File: config.mk
export PLATFORM = sky130hd
export DESIGN_NAME = multicycle_control_fsm
export DESIGN_NICKNAME = d
export VERILOG_FILES = /design/src/rtl/riscv_ctrl_pkg.sv /design/src/rtl/multicycle_control_fsm_counters.sv /design/src/rtl/multicycle_control_fsm.sv
export SDC_FILE = /design/constraint.sdc
export NUM_CORES = 1
export LEC_CHECK = 0
export ABC_CLOCK_PERIOD_IN_PS = 5150
export BUFFER_PORTS_ARGS = -buffer_cell sky130_fd_sc_hd__buf_2
export CORE_MARGIN = 2
export CORE_UTILIZATION = 57
export DETAILED_ROUTE_END_ITERATION = 16
export PLACE_DENSITY = 0.85
export SLEW_MARGIN = 40
export SYNTH_ARGS = -nofsm -noshare
export SYNTH_HDL_FRONTEND = slang
export SYNTH_SLANG_ARGS = --single-unit
File: constraint.sdc
create_clock -name clk -period 5.15 [get_ports clk]
set_input_delay 0.2575 -clock clk [delete_from_list [all_inputs] [get_ports clk]]
set_output_delay 0.2575 -clock clk [all_outputs]
set_load 0.005 [all_outputs]
File: src/rtl/riscv_ctrl_pkg.sv
// Shared encodings for the multicycle RV32I control path: state codes,
// major opcodes and the datapath mux select values.
package riscv_ctrl_pkg;

    typedef logic [3:0] state_t;

    localparam state_t S_FETCH    = 4'd0;
    localparam state_t S_DECODE   = 4'd1;
    localparam state_t S_MEMADR   = 4'd2;
    localparam state_t S_MEMREAD  = 4'd3;
    localparam state_t S_MEMWB    = 4'd4;
    localparam state_t S_MEMWRITE = 4'd5;
    localparam state_t S_EXECR    = 4'd6;
    localparam state_t S_EXECI    = 4'd7;
    localparam state_t S_ALUWB    = 4'd8;
    localparam state_t S_BEQ      = 4'd9;
    localparam state_t S_JAL      = 4'd10;
    localparam state_t S_HALT     = 4'd11;

    localparam logic [6:0] OP_LW  = 7'b0000011;
    localparam logic [6:0] OP_SW  = 7'b0100011;
    localparam logic [6:0] OP_R   = 7'b0110011;
    localparam logic [6:0] OP_I   = 7'b0010011;
    localparam logic [6:0] OP_BEQ = 7'b1100011;
    localparam logic [6:0] OP_JAL = 7'b1101111;

    typedef enum logic [1:0] {
        SRCA_PC    = 2'b00,
        SRCA_OLDPC = 2'b01,
        SRCA_RS1   = 2'b10
    } alu_src_a_e;

    typedef enum logic [1:0] {
        SRCB_RS2  = 2'b00,
        SRCB_IMM  = 2'b01,
        SRCB_FOUR = 2'b10
    } alu_src_b_e;

    typedef enum logic [1:0] {
        ALUOP_ADD   = 2'b00,
        ALUOP_SUB   = 2'b01,
        ALUOP_FUNCT = 2'b10
    } alu_op_e;

    typedef enum logic [1:0] {
        RES_ALUOUT  = 2'b00,
        RES_MEMDATA = 2'b01,
        RES_ALU     = 2'b10
    } result_src_e;

endpackage

File: src/rtl/multicycle_control_fsm_counters.sv
// Free-running cycle and retired-instruction counters for the control FSM.
// Both wrap silently; reset clears them.
module ctrl_perf_counters #(
    parameter int CNT_W = 32
) (
    input  logic             clk,
    input  logic             reset,
    input  logic             run,
    input  logic             retire,
    output logic [CNT_W-1:0] cycle_cnt,
    output logic [CNT_W-1:0] instret_cnt
);

    logic [CNT_W-1:0] cycle_q;
    logic [CNT_W-1:0] instret_q;

    always_ff @(posedge clk) begin
        if (!reset) begin
            cycle_q   <= '0;
            instret_q <= '0;
        end else begin
            if (run)
                cycle_q <= cycle_q + CNT_W'(1);
            if (retire)
                instret_q <= instret_q + CNT_W'(1);
        end
    end

    assign cycle_cnt   = cycle_q;
    assign instret_cnt = instret_q;

endmodule

File: src/rtl/multicycle_control_fsm.sv
// Instruction-level sequencer for the multicycle RV32I core: next-state logic,
// datapath select/strobe decode and the performance counters.
module multicycle_control_fsm
    import riscv_ctrl_pkg::*;
#(
    parameter int CNT_W = 32
) (
    input  logic             clk,
    input  logic             reset,
    input  logic [6:0]       opcode,
    input  logic             zero,
    input  logic             mem_ready,
    output logic             pc_write,
    output logic             ir_write,
    output logic             adr_src,
    output logic             mem_read,
    output logic             mem_write,
    output logic             reg_write,
    output logic [1:0]       alu_src_a,
    output logic [1:0]       alu_src_b,
    output logic [1:0]       alu_op,
    output logic [1:0]       result_src,
    output logic             halted,
    output logic [3:0]       state_o,
    output logic [CNT_W-1:0] cycle_cnt,
    output logic [CNT_W-1:0] instret_cnt
);

    state_t state_q;
    state_t next_state;
    logic   pc_write_raw, ir_write_raw, mem_read_raw, mem_write_raw, reg_write_raw;
    logic   retire;

    always_ff @(posedge clk) begin
        if (!reset)
            state_q <= S_FETCH;
        else
            state_q <= next_state;
    end

    always_comb begin
        next_state = state_q;
        case (state_q)
            S_FETCH:    if (mem_ready) next_state = S_DECODE;
            S_DECODE: begin
                case (opcode)
                    OP_LW, OP_SW: next_state = S_MEMADR;
                    OP_R:         next_state = S_EXECR;
                    OP_I:         next_state = S_EXECI;
                    OP_BEQ:       next_state = S_BEQ;
                    OP_JAL:       next_state = S_JAL;
                    default:      next_state = S_HALT;
                endcase
            end
            S_MEMADR:   next_state = (opcode == OP_SW) ? S_MEMWRITE : S_MEMREAD;
            S_MEMREAD:  if (mem_ready) next_state = S_MEMWB;
            S_MEMWRITE: if (mem_ready) next_state = S_FETCH;
            S_EXECR, S_EXECI, S_JAL:   next_state = S_ALUWB;
            S_MEMWB, S_ALUWB, S_BEQ:   next_state = S_FETCH;
            S_HALT:     next_state = S_HALT;
            default:    next_state = S_FETCH;
        endcase
    end

    // Selects follow the registered state only; pc_write/ir_write carry the
    // mem_ready and zero terms combinationally.
    always_comb begin
        pc_write_raw  = 1'b0;
        ir_write_raw  = 1'b0;
        mem_read_raw  = 1'b0;
        mem_write_raw = 1'b0;
        reg_write_raw = 1'b0;
        adr_src       = 1'b0;
        alu_src_a     = SRCA_PC;
        alu_src_b     = SRCB_RS2;
        alu_op        = ALUOP_ADD;
        result_src    = RES_ALUOUT;
        halted        = 1'b0;
        case (state_q)
            S_FETCH: begin
                mem_read_raw = 1'b1;
                alu_src_b    = SRCB_FOUR;
                result_src   = RES_ALU;
                ir_write_raw = mem_ready;
                pc_write_raw = mem_ready;
            end
            S_DECODE: begin
                alu_src_a = SRCA_OLDPC;
                alu_src_b = SRCB_IMM;
            end
            S_MEMADR: begin
                alu_src_a = SRCA_RS1;
                alu_src_b = SRCB_IMM;
            end
            S_MEMREAD: begin
                mem_read_raw = 1'b1;
                adr_src      = 1'b1;
            end
            S_MEMWB: begin
                result_src    = RES_MEMDATA;
                reg_write_raw = 1'b1;
            end
            S_MEMWRITE: begin
                mem_write_raw = 1'b1;
                adr_src       = 1'b1;
            end
            S_EXECR: begin
                alu_src_a = SRCA_RS1;
                alu_op    = ALUOP_FUNCT;
            end
            S_EXECI: begin
                alu_src_a = SRCA_RS1;
                alu_src_b = SRCB_IMM;
                alu_op    = ALUOP_FUNCT;
            end
            S_ALUWB:  reg_write_raw = 1'b1;
            S_BEQ: begin
                alu_src_a    = SRCA_RS1;
                alu_op       = ALUOP_SUB;
                pc_write_raw = zero;
            end
            S_JAL: begin
                alu_src_a    = SRCA_OLDPC;
                alu_src_b    = SRCB_FOUR;
                pc_write_raw = 1'b1;
            end
            S_HALT:   halted = 1'b1;
            default:  ;
        endcase
    end

    // Strobes are killed while reset is held so a stale state cannot write.
    assign pc_write  = pc_write_raw  & reset;
    assign ir_write  = ir_write_raw  & reset;
    assign mem_read  = mem_read_raw  & reset;
    assign mem_write = mem_write_raw & reset;
    assign reg_write = reg_write_raw & reset;
    assign state_o   = state_q;

    assign retire = reset & ((state_q == S_MEMWB) || (state_q == S_ALUWB) || (state_q == S_BEQ) ||
                             ((state_q == S_MEMWRITE) && mem_ready));

    ctrl_perf_counters #(.CNT_W(CNT_W)) u_perf (
        .clk         (clk),
        .reset       (reset),
        .run         (state_q != S_HALT),
        .retire      (retire),
        .cycle_cnt   (cycle_cnt),
        .instret_cnt (instret_cnt)
    );

endmodule

# Word-level counts from Yosys, hierarchy flattened
# Cells that the tools add are included.
op_classes:
  n_addsub: 2
  eq_ne: 21
  mux: 17
  n_bitwise: 6
  reduce_logical: 16
op_table:
  columns: ["op", "n"]
  rows:
  - ["32-bit by 1-bit adder with 32-bit output, second input constant", 2]
  - ["4-bit one-hot mux with 7 select lines", 1]
  - ["4-bit one-hot mux with 5 select lines", 1]
  - ["4-bit by 3-bit equality test with 1-bit output, second input constant", 4]
  - ["4-bit equality test, second input constant", 4]
  - ["2-bit one-hot mux with 2 select lines", 4]
  - ["7-bit by 6-bit equality test with 1-bit output, second input constant", 2]
  - ["7-bit equality test, second input constant", 2]
  - ["2-bit OR reduction", 7]
  - ["4-bit two-way mux", 3]
  - ["4-bit by 2-bit equality test with 1-bit output, second input constant", 2]
  - ["7-bit by 2-bit equality test with 1-bit output, second input constant", 1]
  - ["7-bit by 5-bit equality test with 1-bit output, second input constant", 1]
  - ["1-bit AND", 6]
  - ["1-bit two-way mux", 6]
  - ["2-bit != test, second input constant", 3]
  - ["3-bit OR reduction", 2]
  - ["4-bit by 1-bit equality test with 1-bit output, second input constant", 1]
  - ["4-bit zero test", 1]
  - ["4-bit != test, second input constant", 1]
  - ["4-bit OR reduction", 1]
  - ["1-bit logical OR", 3]
  - ["3-bit two-way mux", 1]
  - ["1-bit one-hot mux with 3 select lines", 1]
  - ["other kinds (2)", 2]
totals:
  ff_bits: 68
  inputBits: 11
  out_inout_bits: 83
  word_cells: 65

# Longest topological paths before layout
# Gate-level depths: netlist of the first run.
depth:
  depth_word: 5
  mapped_depth: 9
  ltp_nobuf: 7

# Cells and area by module
# Synthesis of the first run repeated with hierarchy kept, for this count alone.
hier_totals:
  hier_cells: 444
  hier_area_um2: 3658.5
modules_own_cells:
  columns: ["mod", "n_inst", "cells_each", "area_per_inst_um2", "seq_area_each_um2"]
  rows:
  - ["ctrl_perf_counters", 1, 351, 3061.7, 1281.2]
  - ["multicycle_control_fsm", 1, 93, 596.8, 80.1]

# Worst setup path after synthesis of the first run
# OpenSTA, ideal clock, no wires.
synth_timing:
  kind: "register -> register"
  start: "reg u_perf.instret_q[0] (netlist: u_perf.instret_cnt[0])"
  end: "reg u_perf.instret_q[28] (netlist: u_perf.instret_cnt[28])"
  setup_ps: 118
  arrival_ps: 1691
  t_required_ps: 5032
  slack_ps: 3341
  stages_incl_launch_ff: 7
  n_path_buf: 0
  period_less_slack_ps: 1809
  path_cell_list: "dfxtp_1 > ha_1 > nand3_1 > nor4_1 > nand4_1 > or4_1 > mux2i_1"
synth_via:
  elab_chain_cells: 1
synth_lines:
  columns: ["element", "line", "rtl"]
  rows:
  - ["start: declaration", "multicycle_control_fsm_counters.sv:15", "logic [CNT_W-1:0] instret_q;"]
  - ["start signal: assignment", "multicycle_control_fsm_counters.sv:25", "instret_q <= instret_q + CNT_W'(1);"]
  - ["32-bit by 1-bit adder with 32-bit output", "multicycle_control_fsm_counters.sv:25", null]
# Every way passes these cells.
# A chain may end at the register's enable or synchronous reset.

# Final worst setup path of the first run
layout_timing:
  start: "in reset"
  end: "out ir_write"
layout_via:
  elab_chain_cells: 1
layout_lines:
  columns: ["element", "line", "rtl"]
  rows:
  - ["start: declaration", "multicycle_control_fsm.sv:9", "input logic reset,"]
  - ["1-bit AND", "multicycle_control_fsm.sv:134", "assign ir_write = ir_write_raw & reset;"]
  - ["end: declaration", "multicycle_control_fsm.sv:14", "output logic ir_write,"]
# Every way passes these cells.

==> results of run 1 <==
registers in the layout, indices dropped and copies added (netlist names):
signal and count:
u_perf.cycle_cnt 32, u_perf.instret_cnt 32, state_o 4
worst min-delay path, stage by stage:
cell and delay (ns):
buf_2 0.11, nand2_1 0.05, o22a_1 0.11, o32ai_1 0.07
cell families (layout without fill, tap and decap cells):
kind of cell	after synthesis	after routing	share of synthesized area [%]
mux	3	3	0.843
xor+xnor	48	48	11.8
buf+inv	26	116	3.44
compound gates	47	47	8.40
simple gates	244	244	36.6
flops	68	68	38.2
fa+ha+maj	2	2	0.702
layout make-up:
class / instances / share of cell area, %
inverter: 8 / 0.799
multi-input combinational: 344 / 49.1
tap: 75 / 2.22
clock buffer: 12 / 3.67
sequential: 68 / 32.2
timing repair buffer: 94 / 11.2
clock inverter: 2 / 0.828
metal layers:
| metal | vias to the layer above | track usage [%] |
|---|---|---|
| met2 | 135 | 40.2 |
| met3 | 15 | 6.56 |
| met1 | 1632 | 31.2 |
| met5 | - | 0 |
| met4 | 0 | 8.94 |
| li1 | 1726 | - |
synth_stat cells, types with 2 or more instances:
cell type	instances
o21ai_0	13
nand2b_1	9
nand4_1	21
a21oi_1	15
and3_1	8
buf_6	3
nor2_1	62
mux2i_1	3
inv_1	6
xnor2_1	22
o31ai_1	2
nand3_1	28
clkbuf_1	15
or3_1	11
dfxtp_1	68
ha_1	2
or4_1	3
xor2_1	26
o211ai_1	2
nor4_1	15
and4_1	6
nand2_1	39
nor2b_1	4
o21a_1	4
o22a_1	3
nor3_1	18
and2_1	6
path summary, 6_finish.rpt:
path | startpoint | to | slack [ns]
hold reg to reg | u_perf.instret_cnt[26]$_SDFFE_PN0P_ | u_perf.instret_cnt[26]$_SDFFE_PN0P_ | 0.49
hold / removal | opcode[4] | state_o[2]$_SDFFE_PN0P_ | 0.31
setup / recovery | reset | ir_write | 2.86
setup reg to reg | state_o[2]$_SDFFE_PN0P_ | u_perf.instret_cnt[28]$_SDFFE_PN0P_ | 2.87
power groups by stage:
stage               sequential [uW]  combinational (uW)  clock [uW]
global route                    609                 282         469
finish                          603                 256         432
global placement                611                 250           0
CTS                             602                 256         439
detailed placement              614                 255           0
floorplan                       565                 235           0
stage by stage:
stage / setup WS (ns) / area, um^2 / total power [uW] / utilization [%] / hold WS [ns]
2_1_floorplan: 3.34 / 3560 / 800 / - / 0.457
3_3_place_gp: 2.41 / 4040 / 861 / 67.4 / 0.465
3_5_place_dp: 2.86 / 4040 / 869 / 67.4 / 0.473
4_1_cts: 2.86 / 4230 / 1300 / 70.6 / 0.304
5_1_grt: 2.68 / 4230 / 1360 / 70.6 / 0.319
6_report: 2.86 / 4230 / 1290 / 70.6 / 0.312
==> metrics.txt, run 1 <==
Final #Nets 538; Area Overhead vs Synth 18.8%; CP max stage cell clkinv_2; critical path fanouts, max 38; type of the tightest min-delay check in2reg; DR WL met3 510 um; Cell Chain, Critical Path buf_2, clkinv_2, buf_4, nor2_1, and3_1, buf_2; worst clock skew 0.00668 ns; Die Ht about 83 um; Die Width 83.1 um; top-area cell type share of the netlist area 38.2%; category of cells accounting for the largest share of critical-path delay buffers and inverters; share of async-settable or async-resettable flops after synthesis 0%; Ports 94; hold violation total from the final report 0; post-CTS sizing 0; Worst Hold Path Cells 4; switching share of total power 30.2%; post-route fraction of the period consumed by the critical path 44.5%; combinational power share 19.8%; sort of element at the start of the critical path input port; net switching power 390 uW; number of enable flip-flop cells after synthesis 0; starting density of the core 59.5%; aggregate global-route resource usage 24.6%; unrepaired setup endpoints after global routing false; FF+latch count, synth 68; part of the power in registers roughly 47%; later-pin clock latency in the skew report 0.34 ns; fraction of power consumed by the clock network 33.5%; # DRC 0; maximum number of pins on one net before global-route repair 39; # clock sinks between 60 and 70; endpoint type of the worst setup path output pin; net count of the mapped netlist between 400 and 500; power per unit of standard cell area 305 nW/um^2; Via Count 3508; count of antenna diodes in the layout 0; leading area contributor after synthesis dfxtp_1; maximum clock frequency about 0.44 GHz; Bufs and invs on worst path 4; area of the mapped netlist 3560 um^2; fraction of layout instances using a drive strength above 1 22.5%; first-pass GRT wire length 14100 um; pin slew with the least headroom to its limit 0.792 ns; I/O Buffers 93; post-synth cell types 51; detailed-router iteration count before antenna repair 5; status finished, final reports clean; highest metal layer with signal wires met4; placed instance count 589; Crit path depth 6; Iteration-0 DRC Markers ~230; number of setup violations in the final report 0; DR vias/cell 5.82; final WL 8630 um; layout filler cell count 478; max-slew violation count 0; register clock-pin slew on the reported worst setup and hold paths 0.06 ns; maximum number of buffers from clock root to sink 2; critical path's largest stage delay ~0.54 ns; portion of the post-synthesis area used by sequential elements 38.2%; Root Buffer clkbuf_8; wire per inst approximately 14 um; depth of the CTS H-tree 3; Final TNS setup 0 ns; clock tree from TritonCTS built; placer's final routability congestion estimate between 0.9 and 1; WL met2 ~4300 um; most common library cell in the layout ignoring fill and taps buf_2; Placeable Area ~6000 um^2; commonest non-fill, non-tap cells in the layout 93 x buf_2, 68 x dfxtp_1, 62 x nor2_1, 39 x nand2_1, 28 x nand3_1; register cell area after layout around 1400 um^2; number of setup buffers added after CTS 0; vias in the first global route 3120; CTS Buf Count 9; combined area of the multi-input logic cells 2080 um^2; Slew headroom a little under half; die area 6900 um^2; Syn Inst Count 438; count of synthesis-stage warnings from yosys 0; length in cells of the worst reg-to-reg path 5; Detail Route Antenna Nets 0; maximum capacitance violations 0; VDD IR-drop max 0.260 mV; initial antenna violation count 0; CTS Hold Buffers Added 0; met1 wire length 3740 um; Congestion Overflow GR 0; worst path required time 4.89 ns; DP Wirelength just over 6000 um; crit path kind in2out; data arrival time of the worst path between 2 and 2.5 ns; number of rows in the core area 28; syn avg cell area 8.13 um^2; total internal power 902 uW; number of non-filler instances in the completed layout 603; reported leakage power 0.00173 uW; dominant cells by area after synthesis dfxtp_1 38%, nor2_1 6.5%, xor2_1 6.4%, xnor2_1 5.4%, nand2_1 4.1%; CP dominant cell by count buf_2; predominant post-synthesis flop cell dfxtp_1; post-layout minimum cycle time around 2.3 ns
No activity file was read; power rests on OpenSTA's default activity.
==> inputs of run 2 (changes only) <==
--- a/config.mk
+++ b/config.mk
@@ -5,12 +5,13 @@
 export SDC_FILE = /design/constraint.sdc
 export NUM_CORES = 1
 export LEC_CHECK = 0
-export ABC_CLOCK_PERIOD_IN_PS = 5150
+export ABC_AREA = 1
+export ABC_CLOCK_PERIOD_IN_PS = 1900
 export BUFFER_PORTS_ARGS = -buffer_cell sky130_fd_sc_hd__buf_2
 export CORE_MARGIN = 2
-export CORE_UTILIZATION = 57
+export CORE_UTILIZATION = 49
 export DETAILED_ROUTE_END_ITERATION = 16
-export PLACE_DENSITY = 0.85
+export PLACE_DENSITY = 0.76
 export SLEW_MARGIN = 40
 export SYNTH_ARGS = -nofsm -noshare
 export SYNTH_HDL_FRONTEND = slang
==> constraint.sdc (replaced) <==
create_clock -name clk -period 1.9 [get_ports clk]
set_input_delay 0.095 -clock clk [delete_from_list [all_inputs] [get_ports clk]]
set_output_delay 0.095 -clock clk [all_outputs]
set_load 0.005 [all_outputs]
==> metrics.txt, run 2 <==
status finished, final reports clean; depth of the CTS H-tree 3; I/O Buffers just over 90; category of cells accounting for the largest share of critical-path delay simple AND/OR/NAND/NOR gates; critical path's largest stage delay 0.39 ns; clock tree from TritonCTS built; RR Startpoint u_perf.cycle_cnt[1]$_SDFFE_PN0N_; number of rows in the core area 33; multiplexer fraction of the synthesized cell area 0%; Congestion Overflow GR 0; Detail Route Antenna Nets 0; starting density of the core 50.3%; CTS Buf Count 9; number of enable flip-flop cells after synthesis 0; fraction of the mapped netlist area in compound gates just over 9%; FF+latch count, synth just under 70; top-area cell type share of the netlist area 32.9%; leading post-synthesis cells by instance count 222 x nand2_1, 128 x nor2_1, 68 x dfxtp_1; Synth Area in Simple Gates 46.8%; Area Overhead vs Synth 18.8%; type of the tightest min-delay check in2reg; # DRC 0; fraction of layout instances using a drive strength above 1 19.0%; Cell Chain, Critical Path ha_1, nand3_1, nor2_1, nand3_1, nor2_1, nand3_1, o21ai_0, nor2_1; post-synth cell types 36; post-route fraction of the period consumed by the critical path 89.6%; Syn Inst Count 680; maximum number of buffers from clock root to sink 2; Min-Delay Startpoint mem_ready; VDD IR-drop max 0.357 mV; max-slew violation count 0; worst path required time 2.15 ns; power per unit of standard cell area between 700 and 800 nW/um^2; global-route met3 utilization 5.25%; minimum hold slack 0.126 ns; placer's final routability congestion estimate roughly 0.95; number of setup buffers added after CTS 0; share of async-settable or async-resettable flops after synthesis 0%; DP Wirelength around 8400 um; first-pass GRT wire length 17900 um; maximum capacitance violations 0; portion of the post-synthesis area used by sequential elements 32.9%; Die Width roughly 96 um; most common cell in the synthesized netlist nand2_1; wire per inst 12.3 um; Bufs and invs on worst path 0; Final #Nets 793; leading area contributor after synthesis dfxtp_1; sort of element at the start of the critical path register; critical path fanouts, max 5; met1 Use GR 31.4%; most common library cell in the layout ignoring fill and taps nand2_1; CTS Hold Buffers Added 0; Slew headroom between 60 and 70%; maximum number of pins on one net before global-route repair 28; Placeable Area 8220 um^2; vias in the first global route 4017; final WL 10900 um; count of antenna diodes in the layout 0; DR vias/cell 5.16; net count of the mapped netlist 693; CP max stage cell dfxtp_1; Ports 94; count of synthesis-stage warnings from yosys 0; commonest non-fill, non-tap cells in the layout 222 x nand2_1, 128 x nor2_1, 93 x buf_2, 67 x inv_1, 67 x dfxtp_1; post-CTS sizing 0; area of the mapped netlist 4140 um^2; post-layout minimum cycle time ~1.7 ns; reported leakage power 0.00207 uW; # clock sinks 68; syn avg cell area about 6 um^2; hold violation total from the final report 0; xor and xnor fraction of the mapped netlist area 2.12%; Root Buffer clkbuf_8; area share of fa/ha/maj cells after synthesis 0.605%; Final TNS setup 0 ns; initial antenna violation count 0; later-pin clock latency in the skew report between 0.3 and 0.4 ns; Die Ht 95.9 um; register clock-pin slew on the reported worst setup and hold paths ~0.07 ns; grt met2 use 41.3%; die area about 9000 um^2; maximum clock frequency slightly below 0.6 GHz; dominant cells by area after synthesis dfxtp_1 33%, nand2_1 20%, nor2_1 12%, inv_1 6.1%, nand3_1 5.0%; Via Count 4585; data arrival time of the worst path 1.95 ns; number of setup violations in the final report 0; main combinational cell family by area after synthesis simple AND/OR/NAND/NOR gates; predominant post-synthesis flop cell dfxtp_1; worst clock skew 0.00736 ns; highest-utilization routing layer at the global route stage met2; unrepaired setup endpoints after global routing false; pin slew with the least headroom to its limit about 0.53 ns; endpoint type of the worst setup path register; Iteration-0 DRC Markers about 290; detailed-router iteration count before antenna repair 4; startpoint of the most critical setup path u_perf.cycle_cnt[1]$_SDFFE_PN0N_; aggregate global-route resource usage 24.7%; crit path kind reg2reg
==> run 2: worst paths after layout <==
kind	endpoint	slack, ns	depth (start not counted)
setup / recovery	u_perf.cycle_cnt[28]$_SDFFE_PN0N_	0.20	8
hold / removal	state_o[2]$_SDFFE_PN0P_	0.13	4
setup reg to reg	u_perf.cycle_cnt[28]$_SDFFE_PN0N_	0.20	8
hold reg to reg	u_perf.cycle_cnt[5]$_SDFFE_PN0N_	0.47	2
==> run 2: area by class of cell <==
type	instances	area, um^2
Tap cell	105	131
Multi-Input combinational cell	529	2440
Inverter	70	263
Clock inverter	2	35.0
Fill cell	798	3310
Clock buffer	13	149
Timing Repair Buffer	102	533
Sequential cell	68	1360
==> run 2: through the flow <==
step	area (um^2)	power, uW	worst slack [ns]	std cells	utilization (%)
after global routing	4910	3790	0.0231	889	59.8
after CTS	4900	3610	0.116	889	59.6
final	4910	3600	0.197	889	59.8
after detailed placement	4710	2430	0.189	874	57.3
after global placement	4710	2400	0.233	874	57.3
after floorplan	4140	2130	0.352	680	-
==> run 2: power by group <==
group / switching (uW) / total [uW] / leakage, uW / internal, uW
Sequential: 71.6 / 1550 / 0.000549 / 1480
Combinational: 546 / 862 / 0.00143 / 315
Clock: 544 / 1180 / 0.0000935 / 635
Total: 1160 / 3600 / 0.00207 / 2430
==> run 2: cells by family after synthesis <==
group | count (synthesis)
compound gates | 69
xor+xnor | 10
fa+ha+maj | 2
buf+inv | 83
flops | 68
simple gates | 448
==> run 2: routing by layer <==
metal  vias up  part of all wire [%]
met2       168                    46
met4         0                   1.4
met5         -                     0
met3        14                   7.9
li1       2350                     -
met1      2053                    45
==> run 2: worst reg2reg max path: stages (launching register included) <==
cell	delay [ns]
dfxtp_1	0.39
ha_1	0.19
nand3_1	0.12
nor2_1	0.20
nand3_1	0.12
nor2_1	0.23
nand3_1	0.13
o21ai_0	0.17
nor2_1	0.05
==> inputs of run 3 (changes only) <==
--- a/config.mk
+++ b/config.mk
@@ -11,8 +11,10 @@
 export CORE_MARGIN = 2
 export CORE_UTILIZATION = 49
 export DETAILED_ROUTE_END_ITERATION = 16
-export PLACE_DENSITY = 0.76
+export PLACE_DENSITY = 0.77
+export REMOVE_ABC_BUFFERS = 1
 export SLEW_MARGIN = 40
 export SYNTH_ARGS = -nofsm -noshare
 export SYNTH_HDL_FRONTEND = slang
+export SYNTH_HIERARCHICAL = 1
 export SYNTH_SLANG_ARGS = --single-unit
==> metrics.txt, run 3 <==
register clock-pin slew on the reported worst setup and hold paths 0.07 ns; detailed-router iteration count before antenna repair 5; critical path's largest stage delay ~0.35 ns; commonest non-fill, non-tap cells in the layout 153 x nand2_1, 123 x nor2_1, 93 x buf_2, 75 x inv_1, 64 x dfxtp_1; leading area contributor after synthesis dfxtp_1; final WL roughly 12000 um; number of non-filler instances in the completed layout 900; Area Overhead vs Synth 33.7%; CTS Buf Count 9; post-synth cell types 38; critical path fanouts, max 6; power per unit of standard cell area approximately 740 nW/um^2; number of setup violations in the final report 17; number of rows in the core area 33; length in cells of the worst reg-to-reg path 14; Iteration-0 DRC Markers 351; depth of the CTS H-tree 3; data arrival time of the worst path 2.28 ns; crit path kind reg2reg; initial antenna violation count 0; aggregate global-route resource usage 26.6%; total power after layout 3990 uW; PnR worst setup slack -0.135 ns; # DRC 0; Placeable Area 8090 um^2; clock tree from TritonCTS built; number of enable flip-flop cells after synthesis 0; endpoint of the most critical register-to-register path u_perf/instret_cnt[8]$_SDFFE_PN0P_; Congestion Overflow GR 0; syn avg cell area 6.17 um^2; endpoint type of the worst setup path register; leading post-synthesis cells by instance count 164 x nand2_1, 140 x nor2_1, 82 x inv_1; top-area cell type share of the netlist area 33.7%; reported leakage power 0.00244 uW; DP Wirelength 8450 um; Die Width ~95 um; # clock sinks 68; share of async-settable or async-resettable flops after synthesis 0%; type of the tightest min-delay check in2reg; pin slew with the least headroom to its limit a little over 0.5 ns; RR Startpoint state_o[2]$_SDFFE_PN0P_; dominant cells by area after synthesis dfxtp_1 34%, nand2_1 15%, nor2_1 13%, inv_1 7.6%, nand3_1 5.8%; vias in the first global route approximately 4400; most common library cell in the layout ignoring fill and taps nand2_1; maximum clock frequency between 0.4 and 0.5 GHz; most common cell in the synthesized netlist nand2_1; CP max stage cell dfxtp_2; Root Buffer clkbuf_8; I/O Buffers 93; Bufs and invs on worst path 4; Final #Nets roughly 800; VDD IR-drop max between 0.5 and 0.6 mV; Crit path depth 14; area of the mapped netlist 4050 um^2; Detail Route Antenna Nets 0; predominant post-synthesis flop cell dfxtp_1; CTS Hold Buffers Added 0; placed instance count 861; sort of element at the start of the critical path register; maximum number of buffers from clock root to sink 2; die area 9000 um^2; area share of fa/ha/maj cells after synthesis less than 1%; count of synthesis-stage warnings from yosys 6; register-to-register path setup slack -0.13 ns; count of antenna diodes in the layout 0; FF+latch count, synth 68; portion of the post-synthesis area used by sequential elements 33.7%; DR vias/cell 5.31; post-layout minimum cycle time just over 2 ns; fraction of the mapped netlist area in compound gates 9.25%; startpoint of the most critical setup path state_o[2]$_SDFFE_PN0P_; main combinational cell family by area after synthesis simple AND/OR/NAND/NOR gates; unrepaired setup endpoints after global routing true; worst clock skew 0.0161 ns; placer's final routability congestion estimate 0.951; Cell Chain, Critical Path inv_4, nor2_4, nand3_2, inv_2, nand2_2, a31oi_4, buf_6, clkinvlp_4, nor2_4, nand2_1, nor2_2, nand3_1, nand2_1, nor2_1; Syn Inst Count 656; hold violation total from the final report 0; xor and xnor fraction of the mapped netlist area less than 1%; Synth Area in Simple Gates ~47%; Ports 94; minimum hold slack 0.173 ns; starting density of the core 50.0%; Die Ht 94.9 um; cell area after placement 4720 um^2; violations in the final reports negative setup slack; status complete, but fails checks; max-slew violation count 0; multiplexer fraction of the synthesized cell area 0%; area of all placed cells without fillers 5410 um^2; fraction of layout instances using a drive strength above 1 29.9%; worst path required time approximately 2.2 ns; Slew headroom 66.2%; maximum capacitance violations 0; category of cells accounting for the largest share of critical-path delay simple AND/OR/NAND/NOR gates; maximum number of pins on one net before global-route repair 48; endpoint of the worst setup timing path u_perf/instret_cnt[8]$_SDFFE_PN0P_; wire per inst 13.7 um; first-pass GRT wire length 19000 um; Via Count 4783; later-pin clock latency in the skew report 0.36 ns; post-route fraction of the period consumed by the critical path 107%
## run 3: kinds of logic after synthesis
group,count (synthesis)
flops,68
compound gates,68
fa+ha+maj,2
simple gates,419
xor+xnor,4
buf+inv,95
## run 3: tightest hold or removal path: cells and delay by family
kind	cells	cell delay, ns
buffers and inverters	2	0.24
AND/OR/NAND/NOR	1	0.10
AO/OA/AOI/OAI	1	0.05
## run 3: power breakdown
| group | internal [uW] | total [uW] | switching [uW] |
|---|---|---|---|
| combinational | 427 | 954 | 526 |
| clock | 907 | 1490 | 584 |
| sequential | 1480 | 1550 | 69.9 |
| total | 2810 | 3990 | 1180 |
## run 3: layer usage
metal	part of all wire, %	routed length, um	track usage [%]
met5	0	0	0
met4	2.5	307	11.0
met3	6.8	839	5.59
met2	51	6220	47.8
met1	40	4950	30.4
## run 3: worst min-delay path by stage
stage                                                  from                                end  slack [ns]  cells after the start
final                                             mem_ready            state_o[2]$_SDFFE_PN0P_        0.17                      4
after global routing                              mem_ready            state_o[2]$_SDFFE_PN0P_        0.19                      4
after global placement    u_perf/cycle_cnt[11]$_SDFFE_PN0P_  u_perf/cycle_cnt[11]$_SDFFE_PN0P_        0.48                      2
after detailed placement  u_perf/cycle_cnt[11]$_SDFFE_PN0P_  u_perf/cycle_cnt[11]$_SDFFE_PN0P_        0.47                      2
after CTS                                         mem_ready            state_o[2]$_SDFFE_PN0P_        0.13                      4
after floorplan                                       reset  u_perf/cycle_cnt[27]$_SDFFE_PN0P_        0.22                      2
## run 3: stage by stage
step	worst slack, ns	setup TNS (ns)	util, %
after global routing	-0.264	-3.40	66.9
after detailed placement	-0.0830	-0.321	58.3
after global placement	-0.0101	-0.0101	58.3
final	-0.135	-1.11	66.9
after CTS	-0.0191	-0.0191	63.6
after floorplan	-0.440	-7.04	-
## run 3: cell type report
| cell class | instances | area (um^2) |
|---|---|---|
| fill | 704 | 2680 |
| multi-input combinational | 493 | 2550 |
| sequential | 68 | 1370 |
| timing repair buffer | 132 | 781 |
| inverter | 86 | 332 |
| clock buffer | 10 | 138 |
| tap | 105 | 131 |
| clock inverter | 6 | 111 |
## run 3: repair_timing
| action | CTS | global route |
|---|---|---|
| gates resized for setup | 17 | 63 |
| endpoints found under the setup margin | 11 | 48 |
| buffers inserted | 18 | 10 |
| pin swaps | 9 | 22 |
